[src/rtl/parking_gate_scheduler.sv]
// Shared barrier gate sequencer: arbitrates entrance/exit lanes, runs the password
// handshake for entries, times the gate-open window and tracks lot occupancy.
module parking_gate_scheduler #(
    parameter int unsigned CAPACITY    = 8,
    parameter int unsigned CNT_W       = 4,
    parameter int unsigned OPEN_CYCLES = 50,
    parameter int unsigned PW_TIMEOUT  = 100
) (
    input  logic             clk,
    input  logic             reset,
    input  logic             entry_req,
    input  logic             exit_req,
    input  logic             pw_valid,
    input  logic             pw_ok,
    output logic             grant_entry,
    output logic             gate_open,
    output logic             green_led,
    output logic             red_led,
    output logic [CNT_W-1:0] occupancy,
    output logic             full,
    output logic             empty
);

    localparam int unsigned TMax   = (OPEN_CYCLES > PW_TIMEOUT) ? OPEN_CYCLES : PW_TIMEOUT;
    localparam int unsigned TimerW = $clog2(TMax + 1);

    localparam logic [TimerW-1:0] OpenLast = TimerW'(OPEN_CYCLES - 1);
    localparam logic [TimerW-1:0] AuthLast = TimerW'(PW_TIMEOUT - 1);
    localparam logic [CNT_W-1:0]  CapVal   = CNT_W'(CAPACITY);

    typedef enum logic [2:0] {
        StIdle,
        StEntryAuth,
        StEntryOpen,
        StExitOpen,
        StWaitClear
    } state_e;

    state_e            state_q;
    logic [TimerW-1:0] timer_q;
    logic              rr_exit_q;      // 1: exit lane won the last arbitration
    logic              served_exit_q;  // lane whose sensor WAIT_CLEAR watches
    logic              grant_q;
    logic              gate_q;
    logic              red_q;
    logic              full_q;
    logic              empty_q;
    logic [CNT_W-1:0]  occ_q;

    logic             entry_elig;
    logic             exit_elig;
    logic             pick_entry;
    logic             pick_exit;
    logic             clear_req;
    logic [CNT_W-1:0] occ_inc;
    logic [CNT_W-1:0] occ_dec;

    // Lane eligibility and round-robin winner selection for IDLE.
    always_comb begin
        entry_elig = entry_req && !full_q;
        exit_elig  = exit_req && !empty_q;
        // On a tie the lane opposite the previous winner is served.
        pick_entry = entry_elig && (!exit_elig || rr_exit_q);
        pick_exit  = exit_elig && !pick_entry;
        clear_req  = served_exit_q ? exit_req : entry_req;
        occ_inc    = occ_q + CNT_W'(1);
        occ_dec    = occ_q - CNT_W'(1);
    end

    // Gate FSM with registered outputs, timer and occupancy counter.
    always_ff @(posedge clk) begin
        if (reset) begin
            state_q       <= StIdle;
            timer_q       <= '0;
            rr_exit_q     <= 1'b1;
            served_exit_q <= 1'b0;
            grant_q       <= 1'b0;
            gate_q        <= 1'b0;
            red_q         <= 1'b0;
            full_q        <= 1'b0;
            empty_q       <= 1'b1;
            occ_q         <= '0;
        end else begin
            unique case (state_q)
                StIdle: begin
                    timer_q <= '0;
                    if (pick_entry) begin
                        state_q       <= StEntryAuth;
                        grant_q       <= 1'b1;
                        red_q         <= 1'b0;
                        rr_exit_q     <= 1'b0;
                        served_exit_q <= 1'b0;
                    end else if (pick_exit) begin
                        state_q       <= StExitOpen;
                        gate_q        <= 1'b1;
                        red_q         <= 1'b0;
                        rr_exit_q     <= 1'b1;
                        served_exit_q <= 1'b1;
                        occ_q         <= occ_dec;
                        full_q        <= 1'b0;
                        empty_q       <= (occ_dec == '0);
                    end else begin
                        red_q <= full_q;
                    end
                end
                StEntryAuth: begin
                    // A correct password wins even on the final timeout cycle.
                    if (pw_valid && pw_ok) begin
                        state_q <= StEntryOpen;
                        grant_q <= 1'b0;
                        gate_q  <= 1'b1;
                        red_q   <= 1'b0;
                        timer_q <= '0;
                        occ_q   <= occ_inc;
                        empty_q <= 1'b0;
                        full_q  <= (occ_inc == CapVal);
                    end else if (timer_q == AuthLast) begin
                        state_q <= StIdle;
                        grant_q <= 1'b0;
                        red_q   <= full_q;
                        timer_q <= '0;
                    end else begin
                        timer_q <= timer_q + TimerW'(1);
                        if (pw_valid) begin
                            red_q <= 1'b1;
                        end
                    end
                end
                StEntryOpen, StExitOpen: begin
                    if (timer_q == OpenLast) begin
                        state_q <= StWaitClear;
                        gate_q  <= 1'b0;
                        timer_q <= '0;
                    end else begin
                        timer_q <= timer_q + TimerW'(1);
                    end
                end
                StWaitClear: begin
                    // Hold until the served car has left the sensor.
                    if (!clear_req) begin
                        state_q <= StIdle;
                        red_q   <= full_q;
                    end
                end
                default: begin
                    state_q <= StIdle;
                end
            endcase
        end
    end

    assign grant_entry = grant_q;
    assign gate_open   = gate_q;
    assign green_led   = gate_q;
    assign red_led     = red_q;
    assign occupancy   = occ_q;
    assign full        = full_q;
    assign empty       = empty_q;

endmodule

[config.mk]
export PLATFORM = sky130hd
export DESIGN_NAME = parking_gate_scheduler
export DESIGN_NICKNAME = d
export VERILOG_FILES = /design/src/rtl/parking_gate_scheduler.sv
export SDC_FILE = /design/constraint.sdc
export NUM_CORES = 1
export LEC_CHECK = 0
export ABC_AREA = 1
export ABC_CLOCK_PERIOD_IN_PS = 1500
export BUFFER_PORTS_ARGS = -buffer_cell sky130_fd_sc_hd__buf_2
export CAP_MARGIN = 20
export CORE_ASPECT_RATIO = 1.5
export CORE_MARGIN = 2
export CORE_UTILIZATION = 51
export CTS_BUF_LIST = sky130_fd_sc_hd__clkbuf_16
export DETAILED_ROUTE_END_ITERATION = 16
export GPL_ROUTABILITY_DRIVEN = 0
export PLACE_DENSITY = 0.74
export RECOVER_POWER = 100
export SYNTH_ARGS = -nofsm -noshare
export SYNTH_HDL_FRONTEND = slang
export SYNTH_SLANG_ARGS = --single-unit
[constraint.sdc]
create_clock -name clk -period 1.5 [get_ports clk]
set_clock_uncertainty 0.15 [all_clocks]
set_input_delay 0.3 -clock clk [delete_from_list [all_inputs] [get_ports clk]]
set_output_delay 0.3 -clock clk [all_outputs]
set_load 0.02 [all_outputs]
==> impl_metrics.py, run 1 <==
metrics = {
    "routing": {
        "routed_via_density": 5.46,
        "routedWlPerCell_um": 13.6,
        "route.vias.total": 1342,
        "first_pass_iters": 6,
        "antenna_left": 0,
        "drc": 0,
        "drt_wl_total_um": 3350,
        "drt_iter0_drc": 55,
    },
    "final_layout": {
        "num_antenna_cells": 0,
        "drive_gt1_frac": 0.311,
        "nFillCells": 210,
        "postLayoutCoreUtil": 0.692,
        "area_growth_pct": 27.7,
        "final_area_um2": 1700,
        "nets": 234,
    },
    "run_status": {
        "violations": "setup timing",
        "outcome": "complete, but fails checks",
    },
    "timing": {
        "hold_viol_final": 0,
        "fin_crit_ns": 1.52,
        "tightest_slew_ns": 0.311,
        "finalMaxSlewViolations": 0,
        "max_freq_mhz": 659,
        "slew_headroom": 0.792,
        "rsz0062_at_grt": "true",
        "setup_ws_ns": -0.0168,
        "finalSetupViolCount": 1,
        "post-route-period-util": 1.01,
        "fin_tns_setup_ns": -0.0168,
    },
    "logic_synthesis": {
        "synth_nets": 203,
        "syn_inst": 192,
        "synth_flop_cell": "dfxtp_1",
        "synthAdderAreaFrac": 0.0471,
        "yosysMostFrequentCell": "nand2_1",
        "synthSimpleGateAreaFrac": 0.399,
        "synth_compound_area_frac": 0.0886,
        "synth_edf_count": 0,
        "netlist.area_leader.share": 0.317,
        "synth_area_um2": 1330,
        "synth_top_family_by_area": "simple AND/OR/NAND/NOR gates",
        "yosys.cell_types.count": 31,
        "synth_top_area_cell": "dfxtp_1",
        "synth_warnings": 0,
        "synth-seq-cells": 21,
        "syn_avg_cell_area_um2": 6.91,
        "synth_common_cells": "nand2_1, nor2_1, dfxtp_1",
        "ys_seq_area_frac": 0.317,
        "synthArstFlopShare": 0,
        "synth_area_leaders": "dfxtp_1, nand2_1, nor2_1",
        "synth.mux.area_fraction": 0.00754,
        "synth_xor_area_frac": 0.0396,
    },
    "die": {
        "initial_core_util": 0.542,
        "rows": 22,
        "die_area_um2": 3040,
        "die_x_um": 45.7,
        "ios": 16,
        "core_um2": 2450,
        "die-height_um": 66.5,
    },
    "clock_network": {
        "cts_buffers": 3,
        "clock-sinks": 21,
        "clkLatencyLatePin_ns": 0.25,
        "postCtsHoldBufs": 0,
        "cts.path.max_buffers": 2,
        "tritoncts": "done",
        "path_clk_slew_ns": 0.06,
        "cts-root-buf": "clkbuf_16",
        "htree_levels": 1,
    },
    "placed_design": {
        "port_buffers": 15,
        "dp_slack_ns": -0.0802,
        "placed_cell_area_um2": 1490,
        "dp_hpwl_um": 2410,
    },
    "critical_path": {
        "worstPathArrival_ns": 1.55,
        "cp-startpoint": "state_q[1]",
        "r2r_setup_slack_ns": -0.02,
        "r2r-start": "state_q[1]",
        "endpoint": "gate_open",
        "worstPathRequired_ns": 1.54,
        "cp_max_fo": 6,
        "setup.worst_path.end_class": "flop",
        "worstSetupPathType": "flop to flop",
        "cp-start-kind": "flop",
        "rr_worst_depth": 8,
        "r2r-end": "gate_open",
    },
    "run": {
        "max_cap_violations": 0,
    },
    "global_routing": {
        "grt_pass1_wl_um": 5290,
        "grt_overflow": 0,
        "grt_use_total": 0.235,
        "grt_pass1_vias": 1298,
        "grt_max_degree": 13,
        "antenna_found_initial": 0,
    },
    "power": {
        "total_power_w": 0.00342,
        "ir_drop_uv": 1210,
        "power.leakage_nw": 0.832,
        "power_density_nw_per_um2": 2020,
    },
    "worst_hold_path": {
        "hold_class": "primary input to flop",
    },
}
sequential cells by signal, indices dropped and copies added (netlist names):
register / count
empty: 1
full: 1
gate_open: 1
grant_entry: 1
occupancy: 4
red_led: 1
rr_exit_q: 1
served_exit_q: 1
state_q: 3
timer_q: 7
cell usage in the layout (no fill, tap or decap), types with 6 or more instances in the layout:
cell / synthesis / final
nor2_1: 24 / 23
nand3_1: 15 / 15
dfxtp_1: 21 / 16
a21oi_1: 11 / 9
nand2_2: 8 / 6
buf_4: 1 / 14
o21ai_0: 6 / 6
buf_2: 0 / 11
nand2_1: 45 / 43
inv_1: 20 / 18
timing repair:
item / CTS / global route
buffers inserted: 1 / 2
gates resized for setup: 8 / 23
gates cloned: 0 / 0
setup endpoints to repair: 17 / 16
pin swaps: 2 / 12
worst max-delay path, stage by stage (launching register included):
cell     delay, ns
dfxtp_4       0.37
inv_6         0.08
nand2_4       0.06
nor2_4        0.19
nand3_4       0.14
buf_6         0.15
nand4_1       0.07
nand2_1       0.08
a21oi_2       0.15
final cells by class:
class / count / area, um^2 / area share
Tap cell: 24 / 30.0 / 0.0177
Multi-Input combinational cell: 142 / 853 / 0.503
Timing Repair Buffer: 30 / 186 / 0.110
Sequential cell: 21 / 437 / 0.258
Clock inverter: 1 / 5.00 / 0.00295
Clock buffer: 3 / 75.1 / 0.0443
Inverter: 25 / 109 / 0.0642
how the worst min path moves through the flow:
stage	startpoint	end	slack [ns]	cells after the start
detailed placement	grant_entry	grant_entry	0.32	2
global placement	red_led	red_led	0.30	2
finish	reset	state_q[1]	0.19	2
floorplan	rr_exit_q	rr_exit_q	0.30	2
CTS	reset	timer_q[1]	0.18	2
global route	reset	timer_q[1]	0.20	2
power breakdown:
group          leakage (nW)  internal [W]  switching, W
Sequential            0.175      0.000732      0.000178
Clock                0.0409      0.000358      0.000205
Combinational         0.616      0.000772       0.00118
Total                 0.832       0.00186       0.00156
through the flow:
step / cells / hold slack [ns]
after floorplan: 192 / 0.302
after global placement: 239 / 0.303
after detailed placement: 239 / 0.316
after CTS: 244 / 0.179
after global routing: 246 / 0.198
final: 246 / 0.185
per-layer routing:
| metal | wire, um | track usage |
|---|---|---|
| met4 | 112 | 0.107 |
| met3 | 82 | 0.0271 |
| met5 | 0 | 0 |
| met2 | 1970 | 0.467 |
| met1 | 1180 | 0.219 |
cells by family (layout without fill, tap and decap cells):
| group | Yosys count | count (layout) |
|---|---|---|
| flops | 21 | 21 |
| buf+inv | 29 | 59 |
| xor+xnor | 6 | 6 |
| fa+ha+maj | 5 | 5 |
| simple gates | 109 | 109 |
| mux | 1 | 1 |
| compound gates | 21 | 21 |
Power figures use the tool's default switching activity.
==> run 2: changes to the inputs <==
- ABC_AREA: 1 -> 0
- PLACE_DENSITY: 0.74 -> 0.75
==> impl_metrics.py, run 2 <==
metrics = {
    "critical_path": {
        "endpoint": "occupancy[2]",
        "cp_max_fo": 9,
        "cp_slowest_cell": "or4_1",
        "worstPathRequired_ns": 1.53,
        "rr_worst_depth": 4,
        "setup.worst_path.end_class": "flop",
        "crit_chain": "buf_4, o31a_1, or4_1, a21oi_1",
        "cp-startpoint": "state_q[0]",
        "r2r_setup_slack_ns": -0.22,
        "r2r-start": "state_q[0]",
        "cpPeakStageDelay_ns": 0.49,
        "worstPathArrival_ns": 1.75,
        "r2r-end": "occupancy[2]",
        "cp-start-kind": "flop",
        "worstSetupPathType": "flop to flop",
    },
    "logic_synthesis": {
        "yosys.cell_types.count": 48,
        "yosysMostFrequentCell": "dfxtp_1",
        "synth_area_leaders": "dfxtp_1, a21oi_1, ha_1",
        "synth-seq-cells": 21,
        "synth_flop_cell": "dfxtp_1",
        "synthArstFlopShare": 0,
        "synth_top_area_cell": "dfxtp_1",
        "synth_common_cells": "dfxtp_1, a21oi_1, nor2_1, o21ai_0, nand2_1",
        "syn_inst": 149,
        "synth_edf_count": 0,
        "synth_nets": 160,
        "netlist.area_leader.share": 0.338,
        "synth_area_um2": 1240,
        "syn_avg_cell_area_um2": 8.34,
        "synth_warnings": 0,
        "ys_seq_area_frac": 0.338,
    },
    "final_layout": {
        "nFillCells": 131,
        "num_antenna_cells": 0,
        "most-common-layout-cells": "buf_4, dfxtp_1, nor2_1, nand2_1, clkbuf_1",
        "drive_gt1_frac": 0.431,
        "area_growth_pct": 53.2,
        "top_register": "timer_q",
        "largest_register_ffs": 7,
        "postLayoutCoreUtil": 0.842,
        "nets": 214,
        "final_common_cell": "buf_4",
    },
    "clock_network": {
        "cts-root-buf": "clkbuf_16",
        "clock-sinks": 21,
        "cts_buffers": 3,
        "tritoncts": "done",
        "path_clk_slew_ns": 0.06,
        "cts.path.max_buffers": 2,
        "htree_levels": 1,
        "clkLatencyLatePin_ns": 0.25,
        "postCtsHoldBufs": 0,
    },
    "global_routing": {
        "grt_use_total": 0.278,
        "grt_pass1_wl_um": 5970,
        "antenna_found_initial": 0,
        "grt_overflow": 0,
        "grt_pass1_vias": 1389,
        "grt_max_degree": 12,
    },
    "routing": {
        "antenna_left": 0,
        "route.vias.total": 1337,
        "drt_wl_total_um": 3770,
        "drc": 0,
        "first_pass_iters": 4,
        "routedWlPerCell_um": 16.8,
        "routed_via_density": 5.94,
        "drt_iter0_drc": 31,
    },
    "run": {
        "max_cap_violations": 0,
    },
    "die": {
        "die_area_um2": 2860,
        "ios": 16,
        "die-height_um": 64.5,
        "core_um2": 2260,
        "die_x_um": 44.3,
        "rows": 21,
        "initial_core_util": 0.550,
    },
    "timing": {
        "fin_crit_ns": 1.72,
        "finalMaxSlewViolations": 0,
        "slew_headroom": 0.801,
        "max_freq_mhz": 580,
        "tightest_slew_ns": 0.297,
        "setup_ws_ns": -0.224,
        "post-route-period-util": 1.15,
        "rsz0062_at_grt": "true",
        "hold_viol_final": 0,
        "finalSetupViolCount": 18,
    },
    "run_status": {
        "violations": "setup timing",
        "outcome": "complete, but fails checks",
    },
    "power": {
        "ir_drop_uv": 710,
        "power.leakage_nw": 0.772,
        "power_density_nw_per_um2": 848,
    },
    "worst_hold_path": {
        "worstHoldPathCells": 2,
        "hold_class": "primary input to flop",
    },
    "placed_design": {
        "dp_slack_ns": -0.288,
        "port_buffers": 15,
        "dp_hpwl_um": 2540,
    },
}
[run 2: worst min-delay path by stage]
stage / start / to
final: reset / gate_open
after global routing: reset / state_q[0]
after CTS: reset / served_exit_q
after detailed placement: gate_open / gate_open
after global placement: gate_open / gate_open
after floorplan: timer_q[1] / timer_q[1]
[run 2: worst max-delay path: cells and delay by family (launching register included)]
family          cells  cell delay (ns)
buf+inv             1             0.16
simple gates        1             0.49
compound gates      2             0.53
flops               1             0.32
[run 2: power breakdown]
| part | total, W | switching, W | leakage (nW) | internal, W |
|---|---|---|---|---|
| clock network | 0.000558 | 0.000203 | 0.0423 | 0.000355 |
| registers | 0.000612 | 0.0000249 | 0.175 | 0.000587 |
| logic | 0.000444 | 0.000228 | 0.555 | 0.000216 |
[run 2: cell families (layout without fill, tap and decap cells)]
kind of cell             Yosys count  in the layout  share of synthesized area
multiplexers                       3              3                     0.0252
AND/OR/NAND/NOR                   56             56                      0.255
adder cells (fa/ha/maj)            5              5                     0.0504
flip-flops                        21             21                      0.338
XOR/XNOR                           7              7                     0.0493
buffers and inverters             15             68                     0.0604
AO/OA/AOI/OAI                     42             42                      0.222
[run 2: metal layers]
metal  GRT usage  wire (um)
met1       0.312       1520
met2       0.509       2050
met3      0.0306        109
met4       0.110         99
met5           0          0
[run 2: layout make-up]
type	instances	area (um^2)	share of cell area
well taps	23	28.8	0.0151
inverters	7	26.3	0.0138
clock inverters	1	3.75	0.00197
repair buffers	57	404	0.212
clock buffers	3	75.1	0.0394
multi-input cells	113	926	0.487
flip-flops and latches	21	439	0.231
[run 2: through the flow]
step	cells	instance area, um^2	hold WS (ns)	TNS (ns)	power, W
3_5_place_dp	215	1640	0.334	-2.73	0.000973
6_report	225	1900	0.230	-2.38	0.00161
5_1_grt	225	1900	0.243	-3.45	0.00169
3_3_place_gp	215	1640	0.330	-1.99	0.000956
2_1_floorplan	149	1330	0.320	-1.41	0.000842
4_1_cts	223	1850	0.216	-2.06	0.00159
[run 2: timing repair]
| item | CTS | global route |
|---|---|---|
| setup endpoints to repair | 17 | 19 |
| buffers inserted | 4 | 2 |
| pin swaps | 6 | 6 |
| resized for setup | 23 | 14 |
| gates cloned | 0 | 0 |
==> run 3: changes to the inputs <==
- BUFFER_PORTS_ARGS: -buffer_cell sky130_fd_sc_hd__buf_2 -> -buffer_cell sky130_fd_sc_hd__buf_4
==> impl_metrics.py, run 3 (synthesis gave the netlist of run 2 again) <==
metrics = {
    "global_routing": {
        "grt_use_total": 0.301,
        "grt.busiest_layer": "met2",
        "grt_pass1_wl_um": 6470,
        "grtUsageMet2": 0.528,
        "grt_pass1_vias": 1447,
        "met3_usage": 0.0334,
        "grt_overflow": 0,
        "grt_use_met1": 0.343,
        "grt_max_degree": 18,
        "antenna_found_initial": 0,
    },
    "timing": {
        "rsz0062_at_grt": "true",
        "setup_ws_ns": -0.200,
        "max_freq_mhz": 588,
        "slew_headroom": 0.684,
        "tightest_slew_ns": 0.461,
        "post-route-period-util": 1.13,
        "finalMaxSlewViolations": 0,
        "fin_crit_ns": 1.70,
        "hold_viol_final": 0,
        "finalSetupViolCount": 18,
    },
    "run": {
        "max_cap_violations": 0,
    },
    "clock_network": {
        "cts-root-buf": "clkbuf_16",
        "htree_levels": 1,
        "tritoncts": "done",
        "clock-sinks": 21,
        "cts_buffers": 3,
        "path_clk_slew_ns": 0.06,
        "clkLatencyLatePin_ns": 0.26,
        "postCtsHoldBufs": 0,
        "cts.path.max_buffers": 2,
    },
    "final_layout": {
        "largest_register_ffs": 7,
        "area_growth_pct": 50.4,
        "nets": 209,
        "final_cells": 220,
        "top_register": "timer_q",
        "layout.area.seq_um2": 444,
        "multi_input_area_um2": 913,
        "drive_gt1_frac": 0.452,
        "nFillCells": 139,
        "final_common_cell": "buf_4",
        "num_antenna_cells": 0,
        "most-common-layout-cells": "buf_4, a21oi_1, nand2_1, dfxtp_1, nor2_1",
    },
    "critical_path": {
        "worstPathArrival_ns": 1.75,
        "path_buf_inv": 0,
        "cp-start-kind": "flop",
        "worstSetupPathType": "flop to flop",
        "worstPathRequired_ns": 1.55,
        "cpPeakStageDelay_ns": 0.43,
        "path_delay_family": "simple AND/OR/NAND/NOR gates",
        "crit_chain": "or3b_4, mux2i_1, or4_1, a21oi_1",
        "setup.worst_path.end_class": "flop",
        "cp_max_fo": 5,
        "cp_slowest_cell": "or3b_4",
    },
    "placed_design": {
        "port_buffers": 15,
        "post-place-cells": 211,
        "dp_hpwl_um": 2520,
    },
    "routing": {
        "drt_iter0_drc": 50,
        "drc": 0,
        "antenna_left": 0,
        "first_pass_iters": 4,
        "routed_via_density": 6.13,
        "routedWlPerCell_um": 17.0,
        "route.vias.total": 1348,
        "drt_wl_total_um": 3750,
    },
    "power": {
        "power.leakage_nw": 0.757,
        "ir_drop_uv": 723,
        "total_power_w": 0.00162,
        "power_density_nw_per_um2": 868,
    },
    "die": {
        "die-height_um": 64.5,
        "rows": 21,
        "initial_core_util": 0.550,
        "die_area_um2": 2860,
        "die_x_um": 44.3,
        "core_um2": 2260,
        "ios": 16,
    },
    "run_status": {
        "outcome": "complete, but fails checks",
        "violations": "setup timing",
    },
    "worst_hold_path": {
        "hold_class": "primary input to flop",
    },
}
-- run 3: final cells by class --
cell class	instances	area share
inverters	7	0.0141
well taps	23	0.0154
repair buffers	52	0.201
flip-flops and latches	21	0.238
clock buffers	3	0.0402
multi-input cells	113	0.489
clock inverters	1	0.00268
-- run 3: worst reg2reg max path, delay by kind of cell (launching register included) --
kind             cells  cell delay (ns)
multiplexers         1             0.16
AND/OR/NAND/NOR      2             0.85
AO/OA/AOI/OAI        1             0.13
flip-flops           1             0.34
-- run 3: worst paths after layout --
path         depth (start not counted)  slack, ns           end        from
max                                  4      -0.20  occupancy[3]  state_q[0]
min                                  2       0.19  occupancy[1]       reset
max reg2reg                          4      -0.20  occupancy[3]  state_q[0]
min reg2reg                          2       0.32     gate_open   gate_open
-- run 3: through the flow --
stage	instance area, um^2	util	hold WS [ns]	setup TNS, ns	worst slack [ns]
floorplan	1330	-	0.320	-1.41	-0.235
global placement	1650	0.728	0.333	-2.14	-0.194
detailed placement	1650	0.728	0.341	-2.79	-0.270
CTS	1860	0.824	0.196	-1.80	-0.198
global route	1870	0.827	0.202	-3.49	-0.270
finish	1870	0.827	0.185	-2.05	-0.200
-- run 3: routing by layer --
metal	share of wire	wire length, um	vias to the layer above
li1	-	-	631
met2	0.52	1960	51
met3	0.047	177	16
met5	0	0	-
met4	0.040	150	0
met1	0.39	1460	650
-- run 3: power breakdown --
| group | switching [W] | internal [W] | leakage (nW) | total (W) |
|---|---|---|---|---|
| Sequential | 0.0000289 | 0.000586 | 0.176 | 0.000615 |
| Clock | 0.000230 | 0.000359 | 0.0409 | 0.000589 |
| Combinational | 0.000214 | 0.000204 | 0.540 | 0.000418 |
-- run 3: timing repair --
| item | 4_1_cts | 5_1_grt |
|---|---|---|
| gates resized for setup | 28 | 13 |
| endpoints found under the setup margin | 18 | 21 |
| gates cloned | 0 | 0 |
| setup buffers | 4 | 1 |
| pin swaps | 8 | 5 |
